$ cat src/rtl/fp_div_special_pkg.sv
`default_nettype none
// +----------------------------------------------------------------------+
// | fp_pkg : shared types and helpers for the divider special-case path  |
// | Rev 1.0                                                              |
// +----------------------------------------------------------------------+
package fp_pkg;

  typedef enum logic [2:0] {
    ZERO      = 3'd0,
    SUBNORMAL = 3'd1,
    NORMAL    = 3'd2,
    INF       = 3'd3,
    QNAN      = 3'd4,
    SNAN      = 3'd5
  } fp_class_e;

  localparam int MAX_W = 128;

  // Canonical qNaN: sign 0, exponent all ones, fraction MSB set, rest clear.
  function automatic logic [MAX_W-1:0] canonical_qnan(input int exp_w, input int frac_w);
    logic [MAX_W-1:0] r;
    r = '0;
    for (int i = 0; i < MAX_W; i++) begin
      if ((i >= frac_w - 1) && (i < frac_w + exp_w)) r[i] = 1'b1;
    end
    return r;
  endfunction

endpackage
`default_nettype wire

$ cat src/rtl/fp_div_special_classify.sv
`default_nettype none
// +----------------------------------------------------------------------+
// | fp_classify : combinational IEEE-754 operand classifier              |
// | Rev 1.0                                                              |
// +----------------------------------------------------------------------+
module fp_classify
  import fp_pkg::*;
#(
  parameter int EXP_W  = 8,
  parameter int FRAC_W = 23
) (
  input  logic [EXP_W-1:0]  exp_f,
  input  logic [FRAC_W-1:0] frac_f,
  output fp_class_e         cls
);

  always_comb begin
    cls = NORMAL;
    if (&exp_f) begin
      if (frac_f == '0)          cls = INF;
      else if (frac_f[FRAC_W-1]) cls = QNAN;
      else                       cls = SNAN;
    end else if (exp_f == '0) begin
      cls = (frac_f == '0) ? ZERO : SUBNORMAL;
    end
  end

endmodule
`default_nettype wire

$ cat src/rtl/fp_div_special.sv
`default_nettype none
// +----------------------------------------------------------------------+
// | fp_div_special : two-stage special-operand resolver for the divider  |
// | Rev 1.0                                                              |
// +----------------------------------------------------------------------+
module fp_div_special
  import fp_pkg::*;
#(
  parameter int EXP_W  = 8,
  parameter int FRAC_W = 23
) (
  input  logic                  clk,
  input  logic                  rst,
  input  logic                  in_valid,
  output logic                  in_ready,
  input  logic [EXP_W+FRAC_W:0] a,
  input  logic [EXP_W+FRAC_W:0] b,
  output logic                  out_valid,
  input  logic                  out_ready,
  output fp_class_e             a_class,
  output fp_class_e             b_class,
  output logic                  special,
  output logic [EXP_W+FRAC_W:0] sp_result,
  output logic                  q_sign,
  input  logic                  clr_status,
  output logic                  st_invalid,
  output logic                  st_divzero
);

  localparam int              W          = 1 + EXP_W + FRAC_W;
  localparam logic [MAX_W-1:0] QNAN_FULL = canonical_qnan(EXP_W, FRAC_W);
  localparam logic [W-1:0]    CANON_QNAN = QNAN_FULL[W-1:0];
  localparam logic [W-1:0]    QUIET_BIT  = {{(EXP_W+1){1'b0}}, 1'b1, {(FRAC_W-1){1'b0}}};

  fp_class_e a_cls_w, b_cls_w;

  logic         s1_valid_q, s1_valid_d;
  logic [W-1:0] s1_a_q, s1_a_d, s1_b_q, s1_b_d;
  fp_class_e    s1_a_class_q, s1_a_class_d, s1_b_class_q, s1_b_class_d;
  logic         s1_sign_q, s1_sign_d;

  logic         s2_valid_q, s2_valid_d;
  fp_class_e    s2_a_class_q, s2_a_class_d, s2_b_class_q, s2_b_class_d;
  logic         s2_special_q, s2_special_d;
  logic [W-1:0] s2_result_q, s2_result_d;
  logic         s2_sign_q, s2_sign_d;
  logic         s2_invalid_q, s2_invalid_d, s2_divzero_q, s2_divzero_d;

  logic         st_invalid_q, st_invalid_d, st_divzero_q, st_divzero_d;

  logic         s2_load, s1_load, out_fire;
  logic         res_special, res_invalid, res_divzero;
  logic [W-1:0] res_value;
  logic         a_nan, b_nan, a_zero, b_zero, a_inf, b_inf;

  fp_classify #(.EXP_W(EXP_W), .FRAC_W(FRAC_W)) u_cls_a (
    .exp_f (a[FRAC_W +: EXP_W]),
    .frac_f(a[FRAC_W-1:0]),
    .cls   (a_cls_w)
  );

  fp_classify #(.EXP_W(EXP_W), .FRAC_W(FRAC_W)) u_cls_b (
    .exp_f (b[FRAC_W +: EXP_W]),
    .frac_f(b[FRAC_W-1:0]),
    .cls   (b_cls_w)
  );

  // Each stage loads when empty or when its occupant leaves this cycle.
  assign s2_load  = !s2_valid_q || out_ready;
  assign s1_load  = !s1_valid_q || s2_load;
  assign in_ready = !rst && s1_load;
  assign out_fire = s2_valid_q && out_ready;

  always_comb begin
    s1_valid_d   = s1_valid_q;
    s1_a_d       = s1_a_q;
    s1_b_d       = s1_b_q;
    s1_a_class_d = s1_a_class_q;
    s1_b_class_d = s1_b_class_q;
    s1_sign_d    = s1_sign_q;
    if (s1_load) begin
      s1_valid_d = in_valid;
      if (in_valid) begin
        s1_a_d       = a;
        s1_b_d       = b;
        s1_a_class_d = a_cls_w;
        s1_b_class_d = b_cls_w;
        s1_sign_d    = a[W-1] ^ b[W-1];
      end
    end
  end

  always_comb begin
    a_nan       = (s1_a_class_q == QNAN) || (s1_a_class_q == SNAN);
    b_nan       = (s1_b_class_q == QNAN) || (s1_b_class_q == SNAN);
    a_zero      = (s1_a_class_q == ZERO);
    b_zero      = (s1_b_class_q == ZERO);
    a_inf       = (s1_a_class_q == INF);
    b_inf       = (s1_b_class_q == INF);
    res_special = 1'b1;
    res_value   = '0;
    res_invalid = (s1_a_class_q == SNAN) || (s1_b_class_q == SNAN);
    res_divzero = 1'b0;
    if (a_nan) begin
      res_value = s1_a_q | QUIET_BIT;
    end else if (b_nan) begin
      res_value = s1_b_q | QUIET_BIT;
    end else if ((a_zero && b_zero) || (a_inf && b_inf)) begin
      res_value   = CANON_QNAN;
      res_invalid = 1'b1;
    end else if (a_inf) begin
      res_value = {s1_sign_q, {EXP_W{1'b1}}, {FRAC_W{1'b0}}};
    end else if (b_zero) begin
      res_value   = {s1_sign_q, {EXP_W{1'b1}}, {FRAC_W{1'b0}}};
      res_divzero = 1'b1;
    end else if (a_zero || b_inf) begin
      res_value = {s1_sign_q, {(W-1){1'b0}}};
    end else begin
      res_special = 1'b0;
    end
  end

  always_comb begin
    s2_valid_d   = s2_valid_q;
    s2_a_class_d = s2_a_class_q;
    s2_b_class_d = s2_b_class_q;
    s2_special_d = s2_special_q;
    s2_result_d  = s2_result_q;
    s2_sign_d    = s2_sign_q;
    s2_invalid_d = s2_invalid_q;
    s2_divzero_d = s2_divzero_q;
    if (s2_load) begin
      s2_valid_d = s1_valid_q;
      if (s1_valid_q) begin
        s2_a_class_d = s1_a_class_q;
        s2_b_class_d = s1_b_class_q;
        s2_special_d = res_special;
        s2_result_d  = res_value;
        s2_sign_d    = s1_sign_q;
        s2_invalid_d = res_invalid;
        s2_divzero_d = res_divzero;
      end
    end
  end

  // Set has priority over clear when both land in the same cycle.
  always_comb begin
    st_invalid_d = (st_invalid_q && !clr_status) || (out_fire && s2_invalid_q);
    st_divzero_d = (st_divzero_q && !clr_status) || (out_fire && s2_divzero_q);
  end

  always_ff @(posedge clk) begin
    if (rst) begin
      s1_valid_q   <= 1'b0;
      s1_a_q       <= '0;
      s1_b_q       <= '0;
      s1_a_class_q <= ZERO;
      s1_b_class_q <= ZERO;
      s1_sign_q    <= 1'b0;
      s2_valid_q   <= 1'b0;
      s2_a_class_q <= ZERO;
      s2_b_class_q <= ZERO;
      s2_special_q <= 1'b0;
      s2_result_q  <= '0;
      s2_sign_q    <= 1'b0;
      s2_invalid_q <= 1'b0;
      s2_divzero_q <= 1'b0;
      st_invalid_q <= 1'b0;
      st_divzero_q <= 1'b0;
    end else begin
      s1_valid_q   <= s1_valid_d;
      s1_a_q       <= s1_a_d;
      s1_b_q       <= s1_b_d;
      s1_a_class_q <= s1_a_class_d;
      s1_b_class_q <= s1_b_class_d;
      s1_sign_q    <= s1_sign_d;
      s2_valid_q   <= s2_valid_d;
      s2_a_class_q <= s2_a_class_d;
      s2_b_class_q <= s2_b_class_d;
      s2_special_q <= s2_special_d;
      s2_result_q  <= s2_result_d;
      s2_sign_q    <= s2_sign_d;
      s2_invalid_q <= s2_invalid_d;
      s2_divzero_q <= s2_divzero_d;
      st_invalid_q <= st_invalid_d;
      st_divzero_q <= st_divzero_d;
    end
  end

  assign out_valid  = s2_valid_q;
  assign a_class    = s2_a_class_q;
  assign b_class    = s2_b_class_q;
  assign special    = s2_special_q;
  assign sp_result  = s2_result_q;
  assign q_sign     = s2_sign_q;
  assign st_invalid = st_invalid_q;
  assign st_divzero = st_divzero_q;

endmodule
`default_nettype wire

$ cat config.mk
export PLATFORM = sky130hd
export DESIGN_NAME = fp_div_special
export DESIGN_NICKNAME = d
export VERILOG_FILES = /design/src/rtl/fp_div_special_pkg.sv /design/src/rtl/fp_div_special_classify.sv /design/src/rtl/fp_div_special.sv
export SDC_FILE = /design/constraint.sdc
export NUM_CORES = 1
export LEC_CHECK = 0
export ABC_CLOCK_PERIOD_IN_PS = 2000
export CELL_PAD_IN_SITES_DETAIL_PLACEMENT = 1
export CELL_PAD_IN_SITES_GLOBAL_PLACEMENT = 2
export CORE_ASPECT_RATIO = 1.75
export CORE_MARGIN = 2
export CORE_UTILIZATION = 28
export CTS_CLUSTER_DIAMETER = 60
export CTS_CLUSTER_SIZE = 25
export DETAILED_ROUTE_END_ITERATION = 7
export GPL_TIMING_DRIVEN = 0
export PLACE_DENSITY_LB_ADDON = 0.1
export SLEW_MARGIN = 20
export SYNTH_ARGS = -nofsm -noshare
export SYNTH_HDL_FRONTEND = slang
export SYNTH_SLANG_ARGS = --single-unit
$ cat constraint.sdc
create_clock -name clk -period 2 [get_ports clk]
set_clock_uncertainty 0.15 [all_clocks]
set_input_delay 0.2 -clock clk [delete_from_list [all_inputs] [get_ports clk]]
set_output_delay 0.2 -clock clk [all_outputs]
set_load 0.02 [all_outputs]
==> flow_summary.ini <==
[worst_setup_path]
cpPeakStageDelay_ps = 310
crit_path_cell_trace = buf_2, nor2b_1, clkbuf_4, nor2_2, buf_2, a221oi_1, nor3_1
critPathMaxFanout = 10
end_kind = register
crit_path_dat_ps = 2090
critical-path-slowest-cell = buf_2
startpoint_of_the_worst_slack_reg_to_reg_timing_path = s1_a_class_q[2]$_SDFFE_PP0P_
setup.worst_path.start_class = register
critical_path_class = reg -> reg
worst_ep_required_time_ps = 2170
rr_endpoint = sp_result[20]$_SDFFE_PP0P_
cpMostUsedCell = buf_2
r2r.worst_path.cells = 7
reg2reg_slack_ps = 80

[global_routing]
first_global_vias = 4905
grt.overflow.total = 0
grtUsageMet1_pct = 22.3
gr-usage-met3_pct = 3.47
first_pass_grt_wire_length_um = 26900
grt_busiest_layer = met2
initial_antenna_violation_count = 0
grt.met2_usage_pct = 38.5
grt_start_max_net_pins = 17
global_route.usage.total_pct = 20.3

[synthesis]
mean_instance_size_in_the_synthesized_netlist_sq_um = 7.99
ys.warnings.count = 0
proportion_of_synthesized_chip_area_in_sequential_cells_pct = 49.9
ys_top_cells_by_count = 161 x nand2_1, 115 x dfxtp_1, 75 x a21oi_1
async_reset_ff_share_pct = 0
yosysMostFrequentCell = nand2_1
synth_top_cell_by_area = dfxtp_1
synth_cell_area_sq_um = 4620
synth_top_flop_cell = dfxtp_1
synthDominantCellAreaShare_pct = 49.9
yosysUniqueCellTypes = 40
synthTopCellsByArea = dfxtp_1 50%, nand2_1 13%, a21oi_1 8.1%
synth-seq-cells = 115
syn-instance-count = 578
synth_edf_count = 0
synth.net_count = 647

[sta]
final.period_utilization_pct = 95.8
worst_pin_slew_ps = 743
final-hold-violation-count = 0
slew_violations = 0
grt_setup_unrepaired = yes
setup_tns_after_final_layout_ps = 0
period_needed_ps = 1920
worst_slew_margin_rel_pct = 50.0
number_of_setup_violations_in_the_final_report = 0
peak_clock_frequency_supported_by_timing_ghz = 0.522

[cells_and_area]
finalInstanceArea_sq_um = 6590
area.growth.synth_to_final_pct = 42.7
layout-drive-gt1-share_pct = 8.66
final_util_pct = 40.4
n_antenna_cell = 0
design.final.nets = 774
instances_no_fill = 908

[hold_path]
min_to = s1_b_class_q[0]$_SDFFE_PP0P_
min-delay-start = rst
min-delay-path-class = in -> reg
holdPathStages = 2

[floorplan]
rows = 62
floorplan.die.height_um = 174
full_die_area_sq_um = 17600
width_of_the_die_um = 101
number_of_top_level_pins = 113
design.core.area_sq_um = 16300
initial_core_utilization_pct = 28.3

[placed_design]
port_buffers = 111
dp_cells = 881
place_congestion = 0.827
placed_area_sq_um = 5970
dp_hpwl_um = 13300

[power_and_ir_drop]
static_leakage_nw = 2.40
cellPowerDensity_nw_per_um2 = 963
total_power_mw = 6.35
power.ir.vdd_worst_mv = 0.533

[detailed_routing]
postRouteWirelength_um = 17600
avgRoutedWirePerCell_um = 19.4
drt_first_pass_iters = 4
routed_via_density = 5.17
drt_iter0_markers = 140
post-route-drc-count = 0
ant_nets = 0
via_count = 4697

[clock_network]
sinks_on_the_clock_net = 115
clk_latency_ps = 410
post_cts_buffers = 0
cts_htree_levels = 4
cts_inserted_buffers = 17
cts.root.buffer_cell = clkbuf_16
tritoncts_clock_tree = done
cts_buffer_depth = 2
clkTransAtPathRegs_ps = 50
postCtsHoldBufs = 0

[outcome]
run_status = completed

[flow_run]
max_cap_violations = 0
## worst max path at each step
stage / startpoint / end / depth (start not counted)
after floorplan: s1_a_class_q[0]$_SDFFE_PP0P_ / s2_invalid_q$_SDFFE_PP0P_ / 5
after global placement: out_ready / sp_result[30]$_SDFFE_PP0P_ / 7
after detailed placement: out_ready / sp_result[27]$_SDFFE_PP0P_ / 7
after CTS: s1_a_class_q[2]$_SDFFE_PP0P_ / sp_result[13]$_SDFFE_PP0P_ / 7
after global routing: s1_a_class_q[2]$_SDFFE_PP0P_ / sp_result[9]$_SDFFE_PP0P_ / 7
final: s1_a_class_q[2]$_SDFFE_PP0P_ / sp_result[20]$_SDFFE_PP0P_ / 7
## worst max-delay path, delay by kind of cell (launching register included)
| family | cells | cell delay [ps] |
|---|---|---|
| buf+inv | 3 | 680 |
| flops | 1 | 290 |
| compound gates | 1 | 130 |
| simple gates | 3 | 560 |
## flip-flops by register name, summed over array words and instances (netlist names), 3 cells and up
register,cells
sp_result,32
s1_a_q,31
s1_b_q,31
a_class,3
b_class,3
s1_a_class_q,3
s1_b_class_q,3
## cell families after synthesis
logic type / Yosys count / synth area share [%]
xor gates and xnor gates: 4 / 0.759
AOI/OAI and AO/OA: 138 / 19.2
buffers and inverters: 51 / 4.64
DFF: 115 / 49.9
and+or+nand+nor: 270 / 25.5
## per-layer routing
metal / routed length [um] / vias up
met1: 6860 / 2304
met5: 0 / -
met4: 236 / 0
met3: 567 / 17
met2: 9920 / 98
li1: - / 2278
## power by group
group	internal [mW]	total, mW	leakage [nW]	switching [mW]
registers	2.42	2.50	0.946	0.0803
clock network	2.00	3.09	0.288	1.09
logic	0.345	0.755	1.16	0.410
total	4.77	6.35	2.40	1.58
## final cells by class
type | instances | area [sq um]
Fill cell | 1968 | 9700
Sequential cell | 115 | 2300
Multi-Input combinational cell | 412 | 2120
Timing Repair Buffer | 111 | 1110
Clock buffer | 20 | 457
Tap cell | 192 | 240
Buffer | 45 | 216
Clock inverter | 10 | 134
Inverter | 3 | 11.3
## placed cells by master (no fill, tap or decap), drive strengths merged, types with 2 or more instances in the layout
| cell type | n |
|---|---|
| xnor2 | 3 |
| dfxtp | 115 |
| clkinv | 5 |
| and3b | 2 |
| nor4 | 12 |
| nand2 | 161 |
| or4 | 5 |
| a32oi | 2 |
| a211oi | 5 |
| clkinvlp | 2 |
| a21oi | 75 |
| buf | 10 |
| nand3b | 4 |
| or2 | 2 |
| clkdlybuf4s50 | 110 |
| o41ai | 3 |
| a221oi | 31 |
| clkbuf | 55 |
| nand2b | 6 |
| bufinv | 3 |
| inv | 3 |
| o211ai | 2 |
| nor3 | 26 |
| o21a | 4 |
| o21ai | 13 |
| nor2 | 39 |
| nand4 | 7 |
| nor2b | 3 |
## per-stage QoR
step / hold slack [ps] / setup WS [ps]
after floorplan: 186 / 287
after global placement: 292 / -585
after detailed placement: 301 / -628
final: 203 / 83.4
after global routing: 226 / -9.60
after CTS: 199 / 13.3
## repair_timing
action	in CTS	in global routing
pin swaps	0	0
setup endpoints to repair	73	64
resized for setup	12	10
(Power assumes the default switching activity.)
